## src/rtl/bc_pkg.sv

```systemverilog
// Shared types and constants for the turn sequencer: phase encoding, digit count, win threshold.
// Also provides the guess-validity check used when a player confirms an entry.
package bc_pkg;

    typedef enum logic [2:0] {
        SETUP_J1 = 3'd0,
        SETUP_J2 = 3'd1,
        GUESS    = 3'd2,
        SCORE    = 3'd3,
        WIN      = 3'd4
    } phase_t;

    localparam int DIGITS    = 4;
    localparam int BULLS_WIN = 4;

    // An entry is usable when every digit is decimal and no digit repeats.
    function automatic logic valid_entry(input logic [4*DIGITS-1:0] g);
        logic ok;
        ok = 1'b1;
        for (int i = 0; i < DIGITS; i++) begin
            if (g[4*i +: 4] > 4'd9) ok = 1'b0;
            for (int j = i + 1; j < DIGITS; j++) begin
                if (g[4*i +: 4] == g[4*j +: 4]) ok = 1'b0;
            end
        end
        return ok;
    endfunction

endpackage

```

## src/rtl/turn_sequencer_btn_edge.sv

```systemverilog
// Push-button synchroniser and rising-edge detector; tick is a 1-cycle pulse 3 clocks after in rises.
// A button already held when reset releases produces no tick; no backpressure.
module btn_edge (
    input  logic clock,
    input  logic reset,
    input  logic in,
    output logic tick
);

    logic       sync1;
    logic       sync2;
    logic       prev;
    logic [1:0] fill;

    // prev stays high until sync2 carries a real sample, so a held button reads as "already pressed".
    always_ff @(posedge clock or posedge reset) begin
        if (reset) begin
            sync1 <= 1'b0;
            sync2 <= 1'b0;
            prev  <= 1'b1;
            fill  <= 2'b00;
            tick  <= 1'b0;
        end else begin
            sync1 <= in;
            sync2 <= sync1;
            fill  <= {fill[0], 1'b1};
            prev  <= fill[1] ? sync2 : 1'b1;
            tick  <= sync2 & ~prev;
        end
    end

endmodule

```

## src/rtl/turn_sequencer.sv

```systemverilog
// Two-player bulls-and-cows turn controller: secret setup, guess hand-off to an external scorer, win tally.
// score_req is held until score_ack is sampled; confirm ticks arriving during scoring are dropped.
module turn_sequencer
    import bc_pkg::*;
#(
    parameter int CNT_W = 4
) (
    input  logic             clock,
    input  logic             reset,
    input  logic [15:0]      guess,
    input  logic             confirm,
    output logic             score_req,
    output logic [15:0]      score_guess,
    output logic [15:0]      score_secret,
    input  logic             score_ack,
    input  logic [2:0]       bulls,
    input  logic [2:0]       cows,
    output logic [2:0]       phase,
    output logic             player,
    output logic [CNT_W-1:0] attempts,
    output logic [CNT_W-1:0] wins_j1,
    output logic [CNT_W-1:0] wins_j2,
    output logic [2:0]       last_bulls,
    output logic [2:0]       last_cows,
    output logic             err
);

    phase_t           state;
    logic             tick;
    logic             entry_ok;
    logic [15:0]      secret_j1;
    logic [15:0]      secret_j2;
    logic [CNT_W-1:0] att_j1;
    logic [CNT_W-1:0] att_j2;

    function automatic logic [CNT_W-1:0] sat_inc(input logic [CNT_W-1:0] v);
        return (&v) ? v : v + 1'b1;
    endfunction

    btn_edge u_btn_edge (
        .clock (clock),
        .reset (reset),
        .in    (confirm),
        .tick  (tick)
    );

    assign entry_ok = valid_entry(guess);
    assign phase    = state;

    always_ff @(posedge clock or posedge reset) begin
        if (reset) begin
            state        <= SETUP_J1;
            score_req    <= 1'b0;
            score_guess  <= '0;
            score_secret <= '0;
            secret_j1    <= '0;
            secret_j2    <= '0;
            att_j1       <= '0;
            att_j2       <= '0;
            attempts     <= '0;
            wins_j1      <= '0;
            wins_j2      <= '0;
            last_bulls   <= '0;
            last_cows    <= '0;
            player       <= 1'b0;
            err          <= 1'b0;
        end else begin
            case (state)
                SETUP_J1: begin
                    if (tick) begin
                        err <= ~entry_ok;
                        if (entry_ok) begin
                            secret_j1 <= guess;
                            state     <= SETUP_J2;
                        end
                    end
                end
                SETUP_J2: begin
                    if (tick) begin
                        err <= ~entry_ok;
                        if (entry_ok) begin
                            secret_j2 <= guess;
                            player    <= 1'b0;
                            attempts  <= att_j1;
                            state     <= GUESS;
                        end
                    end
                end
                GUESS: begin
                    if (tick) begin
                        err <= ~entry_ok;
                        if (entry_ok) begin
                            score_guess <= guess;
                            score_req   <= 1'b1;
                            if (!player) begin
                                score_secret <= secret_j2;
                                att_j1       <= sat_inc(att_j1);
                                attempts     <= sat_inc(att_j1);
                            end else begin
                                score_secret <= secret_j1;
                                att_j2       <= sat_inc(att_j2);
                                attempts     <= sat_inc(att_j2);
                            end
                            state <= SCORE;
                        end
                    end
                end
                SCORE: begin
                    if (score_ack) begin
                        score_req  <= 1'b0;
                        last_bulls <= bulls;
                        last_cows  <= cows;
                        if (bulls == 3'(BULLS_WIN)) begin
                            if (!player) wins_j1 <= sat_inc(wins_j1);
                            else         wins_j2 <= sat_inc(wins_j2);
                            state <= WIN;
                        end else begin
                            // attempts follows the player who takes the next turn
                            player   <= ~player;
                            attempts <= player ? att_j1 : att_j2;
                            state    <= GUESS;
                        end
                    end
                end
                WIN: begin
                    if (tick) begin
                        att_j1     <= '0;
                        att_j2     <= '0;
                        attempts   <= '0;
                        secret_j1  <= '0;
                        secret_j2  <= '0;
                        last_bulls <= '0;
                        last_cows  <= '0;
                        player     <= 1'b0;
                        state      <= SETUP_J1;
                    end
                end
                default: state <= SETUP_J1;
            endcase
        end
    end

endmodule

```

## config.mk

```make
export PLATFORM = sky130hd
export DESIGN_NAME = turn_sequencer
export DESIGN_NICKNAME = d
export VERILOG_FILES = /design/src/rtl/bc_pkg.sv /design/src/rtl/turn_sequencer_btn_edge.sv /design/src/rtl/turn_sequencer.sv
export SDC_FILE = /design/constraint.sdc
export NUM_CORES = 1
export LEC_CHECK = 0
export CORE_UTILIZATION = 54
export DETAILED_ROUTE_END_ITERATION = 8
export PLACE_DENSITY = 0.82
export SYNTH_ARGS = -nofsm -noshare
export SYNTH_HDL_FRONTEND = slang
export SYNTH_SLANG_ARGS = --single-unit
```

## constraint.sdc

```tcl
create_clock -name clock -period 4.19 [get_ports clock]
set_input_delay 1.0475 -clock clock [delete_from_list [all_inputs] [get_ports clock]]
set_output_delay 1.0475 -clock clock [all_outputs]
set_load 0.02 [all_outputs]
```

# Word level (Yosys, flattened, before mapping)
# Cells that the tools add are included.
[word_totals]
inputBits = 26
register_bits = 102
output_inout_bits = 56
elab_cells = 143
[classes]
order_cmp = 4
n_bitwise = 6
n_eq_ne = 22
n_mux = 61
reduce_logical = 26
addsub = 4
[op_table]
columns = ["operator", "count"]
rows = [
  ["2-to-1 mux 4 bit", 17],
  ["2-to-1 mux 16 bit", 4],
  ["one-hot mux 16 bit (2 select lines)", 2],
  ["2-to-1 mux 3 bit", 11],
  ["AND reduction 4 bit", 7],
  ["== test 4 bit", 6],
  ["AND reduction 5 bit", 4],
  ["2-to-1 mux 1 bit", 19],
  ["adder 4 x 1 -> 4 bit (second input constant)", 4],
  ["greater-than comparator 4 bit (second input constant)", 4],
  ["one-hot mux 4 bit (2 select lines)", 2],
  ["one-hot mux 4 bit (4 select lines)", 1],
  ["AND reduction 8 bit", 2],
  ["one-hot mux 3 bit (5 select lines)", 1],
  ["inequality test 2 bit (second input constant)", 7],
  ["one-hot mux 3 bit (2 select lines)", 2],
  ["nonzero test 2 bit", 5],
  ["inequality test 2 x 1 -> 1 bit (second input constant)", 4],
  ["== test 3 x 2 -> 1 bit (second input constant)", 2],
  ["== test 3 bit (second input constant)", 2],
  ["AND reduction 3 bit", 2],
  ["AND reduction 6 bit", 1],
  ["inverter 1 bit", 5],
  ["nonzero test 4 bit", 1],
  ["other kinds (8)", 8],
]

# Longest topological paths before layout
# Gate-level depths: netlist of the first run.
[logic_depth]
ltp_word = 14
mapped_depth = 10
mapped_depth_nobuf = 7

# Cells and area by module
# From an unflattened synthesis of the first run, not the netlist that was laid out.
[hier_totals]
hier_cells = 450
area_unflattened_um2 = 4957.3
[by_module_without_submodules]
columns = ["module", "seq_area_each_um2", "n_inst", "cells_per_inst", "area_per_inst_um2"]
rows = [
  ["turn_sequencer", 2402.3, 1, 440, 4778.3],
  ["btn_edge", 151.4, 1, 10, 178.9],
]

# Least setup slack after synthesis of the first run
# OpenSTA, ideal clock, no wires.
[synth_timing]
path_kind = "input to register"
start = "input guess[9]"
end = "register secret_j2[0]"
arrival_ns = 2.868
n_path_buf = 2
setup_slack_ns = 1.197
path_stages = 8
setup_ns = 0.125
required_ns = 4.065
cell_sequence = "buf_2 o21ai_1 nand4_1 nor4_2 nand2_2 o31ai_4 buf_8 mux2_4"
[synth_between]
elab_chain_cells = 11
word_cells_on_any_way = 14
classes_between = "order compare: 1; eq/ne: 4; mux: 8; reduce/logical: 1"
[synth_rtl]
columns = ["item", "line", "rtl"]
rows = [
  ["start, declared", "turn_sequencer.sv:10", "input logic [15:0] guess,"],
  ["== test 4 bit", "bc_pkg.sv:23", "if (g[4*i +: 4] == g[4*j +: 4]) ok = 1'b0;"],
  ["2-to-1 mux 1 bit (2 in series)", "bc_pkg.sv:23", ""],
  ["2-to-1 mux 1 bit", "bc_pkg.sv:21", "if (g[4*i +: 4] > 4'd9) ok = 1'b0;"],
  ["2-to-1 mux 1 bit (2 in series)", "bc_pkg.sv:23", ""],
  ["2-to-1 mux 1 bit", "bc_pkg.sv:21", ""],
  ["2-to-1 mux 1 bit (*)", "bc_pkg.sv:23", ""],
  ["2-to-1 mux 1 bit (*)", "bc_pkg.sv:21", ""],
  ["inequality test 2 bit (no line) (*)", "--", ""],
  ["AND reduction 4 bit (no line) (*)", "--", ""],
  ["end signal, assigned", "turn_sequencer.sv:82", "secret_j2 <= guess;"],
  ["end, declared", "turn_sequencer.sv:32", "logic [15:0] secret_j2;"],
]
# Every way passes the cells marked *; elsewhere a longest branch is shown, timed or not.
# A chain may end at the register's enable or synchronous reset.

# Worst setup path in the final report of the first run
[layout_timing]
start = "input guess[0]"
end = "register score_secret[11]"
[layout_between]
elab_chain_cells = 12
word_cells_on_any_way = 15
classes_between = "order compare: 1; eq/ne: 3; mux: 10; reduce/logical: 1"
[layout_rtl]
columns = ["item", "line", "rtl"]
rows = [
  ["greater-than comparator 4 bit", "bc_pkg.sv:21", ""],
  ["2-to-1 mux 1 bit", "bc_pkg.sv:21", ""],
  ["2-to-1 mux 1 bit (2 in series)", "bc_pkg.sv:23", ""],
  ["2-to-1 mux 1 bit (*)", "bc_pkg.sv:23", ""],
  ["2-to-1 mux 1 bit (*)", "bc_pkg.sv:21", ""],
  ["2-to-1 mux 1 bit (*) (2 in series)", "bc_pkg.sv:23", ""],
  ["2-to-1 mux 1 bit (*)", "bc_pkg.sv:21", ""],
  ["2-to-1 mux 1 bit (*)", "bc_pkg.sv:23", ""],
  ["2-to-1 mux 1 bit (*)", "bc_pkg.sv:21", ""],
  ["AND reduction 3 bit (no line) (*)", "--", ""],
  ["end signal, assigned", "turn_sequencer.sv:96", "score_secret <= secret_j2;"],
  ["end signal, assigned", "turn_sequencer.sv:100", "score_secret <= secret_j1;"],
  ["end, declared", "turn_sequencer.sv:14", "output logic [15:0] score_secret,"],
]
# Marked as above.

==> results of run 1 <==
## per-stage QoR
| stage | util, % | std cells |
|---|---|---|
| 6_report | 67.06 | 651 |
| 5_1_grt | 67.06 | 651 |
| 3_3_place_gp | 65.02 | 635 |
| 3_5_place_dp | 65.02 | 635 |
| 2_1_floorplan | - | 468 |
| 4_1_cts | 67.06 | 651 |
## metal layers
| layer | vias up | routed length [um] | part of all wire (%) | global-route usage, % |
|---|---|---|---|---|
| li1 | 1784 | - | - | - |
| met1 | 1926 | 5368 | 45 | 37.32 |
| met2 | 166 | 5476 | 46 | 39.16 |
| met3 | 28 | 733 | 6.2 | 3.584 |
| met4 | 0 | 334 | 2.8 | 10.63 |
| met5 | - | 0 | 0 | 0 |
## area by class of cell
class	count	area share (%)
tap	111	2.252
clock inverter	7	1.035
timing repair buffer	93	14.61
sequential	102	41.41
inverter	11	0.7101
multi-input combinational	318	37.98
clock buffer	9	2.009
## power by group
part           internal (mW)  switching [mW]
registers               1.12           0.108
logic                  0.312           0.355
clock network          0.230           0.379
total                   1.66           0.842
## synthesized netlist by cell type (2+ instances only)
cell | n | area [um^2]
nand3_1 | 10 | 50.05
nor3b_1 | 2 | 15.01
o21ai_0 | 19 | 95.09
o311ai_0 | 2 | 17.52
mux2_2 | 44 | 495.5
nand2b_1 | 4 | 25.02
nor3_1 | 3 | 15.01
xor2_1 | 26 | 227.7
clkbuf_1 | 15 | 56.30
nor2_1 | 18 | 67.56
nand4_1 | 3 | 18.77
inv_1 | 10 | 37.54
o21ai_1 | 4 | 20.02
and3_1 | 3 | 18.77
buf_2 | 7 | 35.03
ha_1 | 4 | 50.05
a221oi_1 | 2 | 17.52
nand2_1 | 35 | 131.4
mux2_4 | 10 | 150.1
nor4_1 | 7 | 43.79
buf_4 | 3 | 22.52
or2_2 | 2 | 12.51
a21oi_1 | 31 | 155.2
a21boi_0 | 2 | 15.01
clkbuf_2 | 10 | 50.05
and2_1 | 18 | 112.6
o22ai_1 | 2 | 12.51
a31oi_1 | 17 | 106.4
o32ai_1 | 4 | 35.03
dfrtp_1 | 101 | 2527
mux2i_1 | 18 | 180.2
xnor2_1 | 7 | 61.31
a311oi_1 | 3 | 26.28
## worst max-delay path: cells and delay by family
kind | cells | cell delay, ns
AO/OA/AOI/OAI | 1 | 0.10
AND/OR/NAND/NOR | 4 | 1.50
XOR/XNOR | 1 | 0.20
buffers and inverters | 2 | 0.98
## flip-flops by register name (all words and copies together), names as in the netlist, 2 cells and up
name             flops
secret_j2           16
attempts             4
att_j2               4
u_btn_edge.fill      2
att_j1               4
score_secret        16
last_bulls           3
secret_j1           16
wins_j2              4
phase                3
score_guess         16
wins_j1              4
last_cows            3
## kinds of logic (layout without fill, tap and decap cells)
logic type | Yosys count | in the layout
and+or+nand+nor | 111 | 111
AOI/OAI and AO/OA | 96 | 96
other | 1 | 1
adders and majority gates | 4 | 4
DFF | 102 | 102
buffers and inverters | 48 | 120
xor gates and xnor gates | 33 | 33
muxes | 73 | 73
## worst max-delay path by stage
stage          startpoint  depth (start not counted)  slack, ns                to
5_1_grt          guess[9]                          8       0.43  score_secret[11]
4_1_cts          guess[9]                          8       0.62  score_secret[11]
2_1_floorplan       reset                          1       0.47         att_j1[0]
6_report         guess[0]                          8       0.59  score_secret[11]
3_3_place_gp     guess[9]                          8       0.42   score_secret[4]
3_5_place_dp    guess[13]                          8       0.22   score_secret[1]
==> out/summary.txt, run 1 <==
hpwl dp: 8304 um
worst skew pair latency: 0.38 ns
GPL Wtd Cong: 0.9153
Syn-to-layout area delta: 20.57%
CP Max Fanout: 16
Pwr Density: 406.2 nW/um^2
H-tree Lvls: 3
Placed Area: 5979 um^2
Num CTS Buffers: 9
Critical-path top delay cell: clkdlybuf4s50_1
final worst slack: 0.5934 ns
wire length per cell: 18.30 um
FF/Latch Area: 2554 um^2
Most used DFF post-synth: dfrtp_1
first-pass GRT wire length: 19690 um
setup tns final: 0 ns
Via density: 5.997
Clock Sinks: 102
actual slew at the worst max-slew pin: 0.7750 ns
period utilisation layout: 85.84%
Post-CTS Setup Bufs: 0
Cells after Synth: 468
hold-critical path endpoint: u_btn_edge.fill[1]
CP max stage delay: 0.66 ns
Fill cells: 702
DR DRC count: 0
Worst setup SP type: primary input
sequential area share after synthesis: 49.93%
# diodes: 0
Avg Inst Size Synth: 10.93 um^2
Ys Warns: 0
Synth Register Bits: 102
Synth Area in Compound Gates: 11.62%
Max Freq: 278.0 MHz
Cell Rows: 35
initial antenna violation count: 0
largest net degree at the start of global routing: 51
CTS tree: yes
drt total wl: 11910 um
Post-Synth XOR/XNOR Area: 5.651%
FF-to-FF path depth: 6
post-synthesis mux area share: 16.36%
vias in the first global route: 3759
area of the multi-input gates: 2342 um^2
Worst R2R End: score_secret[11]
Post-Synthesis Net Count: 498
Starting Density: 55.62%
Die X: 99.33 um
total power: 2.505 mW
Crit path arrival time: 3.85 ns
Worst-path clk slew: 0.09 ns
worst flop-to-flop path startpoint: phase[1]
synth unique cells: 55
dpl ws: 0.2214 ns
ratio of cells with drive above 1 in the final layout: 17.22%
leakage power: 2.724 nW
R2R setup slack: 1.49 ns
PortBufs: 81
Antenna Nets Post-Route: 0
most frequent cells in the layout: dfrtp_1, clkdlybuf4s50_1, mux2_2
worst hold start: u_btn_edge.fill[0]
Async SR Flop Fraction: 100.0%
RSZ-0062 raised after global routing: false
fin. max-slew vios: 0
First-pass DRT Iterations: 5
worst hold margin: 0.3579 ns
die area: 9865 um^2
Core Area: 9196 um^2
Slew Limit Headroom: 48.05%
I/O Pins: 82
die height: 99.33 um
layout net count: 565
Max VDD drop: 0.2320 mV
Hold Path Depth: 0
Post-Syn Area: 5115 um^2
# setup viols final: 0
Max-cap violations: 0
largest family of logic cells by synthesized area: multiplexers
status: finished clean
Hold Path Class: flop to flop
final non-filler cell area: 6167 um^2
1st-iter DRT viols: 293
Root Driver: clkbuf_8
Post-synth EDFFs: 0
critical path required time: 4.44 ns
Tmin final: 3.597 ns
classification of the worst setup path: primary input to flop
final hold vios: 0
type of destination of the critical path: flop
most common cell after layout, fill and taps aside: dfrtp_1
Tot GR Track Use: 25.73%
Worst Skew: 0.01615 ns
adder-cell share of the synthesized area: 0.9785%
cts repair resizes: 0
remaining global-route overflow: 0
cells along the critical path: clkdlybuf4s50_1 -> xor2_1 -> nor4_1 -> nor4_2 -> and2_1 -> and3_1 -> buf_4 -> a21oi_1
post-synthesis simple-gate area fraction: 11.01%
CTS Buffer Depth: 2
hold_buf cts: 0
via count: 3904
(Power assumes the default switching activity.)
==> run 2: changes to the inputs <==
CAP_MARGIN = 15   (was unset)
CORE_ASPECT_RATIO = 2   (was unset)
==> run 2 against run 1 <==
Sequential share of layout area fell by 0.59 points. Clock power is 32% higher. Routed wire length rose by 4.8%.
==> out/summary.txt, run 2 (synthesized netlist as in run 1, its figures left out) <==
CTS tree: yes
initial antenna violation count: 0 (unchanged)
Syn-to-layout area delta: 22.31%
switching part of the total: 31.64% (-2.0 points)
Num CTS Buffers: 9 (unchanged)
final hold vios: 0 (unchanged)
hold_buf cts: 0 (unchanged)
PortBufs: 81 (unchanged)
wire length per cell: 19.47 um (+6.4%)
CP Max Fanout: 10 (-6)
Root Driver: clkbuf_16
grt met3 use: 4.562% (+0.98 points)
Crit path arrival time: 3.86 ns (about the same)
Tmin final: 3.634 ns (+0.03702 ns)
leakage power: 2.777 nW (+2.0%)
critical path required time: 4.42 ns (-0.02 ns)
Worst-path clk slew: 0.07 ns (-0.02 ns)
Internal: 1.851 mW (+11%)
DR DRC count: 0 (unchanged)
Worst setup SP type: primary input
type of destination of the critical path: flop
NetSw: 857.1 uW (+1.8%)
remaining global-route overflow: 0 (unchanged)
H-tree Lvls: 3 (unchanged)
hpwl dp: 9310 um (+12%)
period utilisation layout: 86.72% (+0.88 points)
status: finished clean
GR Util met1: 28.47% (-8.9 points)
cells along the critical path: clkdlybuf4s50_1 -> xor2_1 -> nor4_1 -> nor3_1 -> nand2_2 -> o31ai_4 -> buf_4 -> mux2_4
1st-iter DRT viols: 389 (+33%)
Die X: 70.82 um (-29%)
area of the multi-input gates: 2342 um^2 (unchanged)
Cell Rows: 49 (+40%)
most common cell after layout, fill and taps aside: dfrtp_1
sequential share of power: 45.5% (-3.5 points)
drt total wl: 12480 um (+4.8%)
# setup viols final: 0 (unchanged)
first-pass GRT wire length: 20180 um (+2.5%)
I/O Pins: 82 (unchanged)
CP max stage delay: 0.66 ns (about the same)
Hold Path Class: flop to flop
CTS Buffer Depth: 2 (unchanged)
Clock Sinks: 102 (unchanged)
die area: 9889 um^2 (+0.24%)
# diodes: 0 (unchanged)
Max Freq: 275.2 MHz (-1.0%)
worst hold margin: 0.3548 ns (-0.003153 ns)
layout net count: 564 (-0.18%)
ratio of cells with drive above 1 in the final layout: 16.88% (-0.34 points)
via count: 3898 (-0.15%)
classification of the worst setup path: primary input to flop
RSZ-0062 raised after global routing: false
Pwr Density: 433.0 nW/um^2 (+6.6%)
grt peak-use layer: met2
FF/Latch Area: 2554 um^2 (unchanged)
largest net degree at the start of global routing: 53 (+3.9%)
Fill cells: 697 (-0.71%)
combinational fraction of design power: 24.9% (-1.7 points)
Post-CTS Setup Bufs: 0 (unchanged)
fin. max-slew vios: 0 (unchanged)
die height: 139.6 um (+41%)
vias in the first global route: 3955 (+5.2%)
Via density: 6.081 (+1.4%)
grt met2 use: 49.04% (+9.9 points)
most frequent cells in the layout: dfrtp_1, clkdlybuf4s50_1, mux2_2
Antenna Nets Post-Route: 0 (unchanged)
Core Area: 9074 um^2 (-1.3%)
GPL Wtd Cong: 0.9439 (+3.1%)
Starting Density: 56.37% (+0.75 points)
Max VDD drop: 0.2611 mV (+13%)
Critical-path top delay cell: clkdlybuf4s50_1
Worst Skew: 0.01384 ns (-0.002313 ns)
First-pass DRT Iterations: 8 (+3)
worst skew pair latency: 0.35 ns (-0.03 ns)
Slew Limit Headroom: 47.56% (-0.49 points)
critical path's top delay family: buffers and inverters
Max-cap violations: 0 (unchanged)
Clk pwr share: 29.6% (+5.3 points)
actual slew at the worst max-slew pin: 0.7783 ns (+0.003309 ns)
Tot GR Track Use: 26.88% (+1.2 points)
cts repair resizes: 0 (unchanged)
Buf+Inv Stages, Crit Path: 2 (unchanged)
setup tns final: 0 ns (unchanged)
==> run 2: cell count changes in the layout (fill, tap and decap cells not counted), sizes merged <==
cell	before	now
buf	12	11
clkinvlp	2	0
clkbuf	9	10
clkinv	1	2
==> run 2: worst paths after layout <==
path                               startpoint  cells past startpoint                  to  slack [ns]
min reg2reg                u_btn_edge.fill[0]                      0  u_btn_edge.fill[1]        0.35
min                        u_btn_edge.fill[0]                      0  u_btn_edge.fill[1]        0.35
min in group asynchronous               reset                      2         attempts[2]        1.14
max reg2reg                          phase[2]                      4          wins_j1[1]        1.69
max in group asynchronous               reset                      3        secret_j2[4]        2.35
max                                 guess[13]                      8        secret_j2[4]        0.56
==> run 2: final cells by class <==
| type | instances | area share, % |
|---|---|---|
| Sequential cell | 102 | 40.82 |
| Multi-Input combinational cell | 318 | 37.44 |
| Timing Repair Buffer | 92 | 14.48 |
| Clock buffer | 10 | 3.660 |
| Tap cell | 102 | 2.040 |
| Clock inverter | 6 | 0.8600 |
| Inverter | 11 | 0.7000 |
==> run 2: through the flow <==
stage / std cells / utilization [%] / power (mW) / cell area, um^2 / setup WS [ns]
final: 641 / 68.95 / 2.709 / 6256 / 0.5563
after global routing: 641 / 68.95 / 2.832 / 6256 / 0.4308
after CTS: 641 / 68.95 / 2.724 / 6256 / 0.5862
after detailed placement: 625 / 65.83 / 1.921 / 5973 / 0.2124
after global placement: 625 / 65.83 / 1.895 / 5973 / 0.2876
after floorplan: 468 / - / 1.655 / 5115 / 0.4687
==> run 2: metal layers <==
metal  up-vias  share of wire [%]
met4         0                5.0
met3        40                4.3
met5         -                  0
li1       1788                  -
met1      1906                 35
met2       164                 56
==> run 2: power groups by stage <==
stage                     registers, mW  logic [mW]  clock network (mW)
after global placement             1.24       0.655                   0
final                              1.23       0.676               0.801
after global routing               1.25       0.724               0.858
after CTS                          1.23       0.676               0.817
after floorplan                    1.28       0.374                   0
after detailed placement           1.25       0.672                   0
==> run 3: changes to the inputs <==
==> constraint.sdc (replaced) <==
create_clock -name clock -period 4.19 [get_ports clock]
set_input_delay 1.0475 -clock clock [delete_from_list [all_inputs] [get_ports clock]]
set_output_delay 1.0475 -clock clock [all_outputs]
set_load 0.01 [all_outputs]
==> results of run 3 <==
Same layout as run 2 (identical final DEF). Status: finished clean.
Among the figures that moved: total power 2.709 mW -> 2.660 mW; worst IR drop on VDD 0.2611 mV -> 0.2610 mV
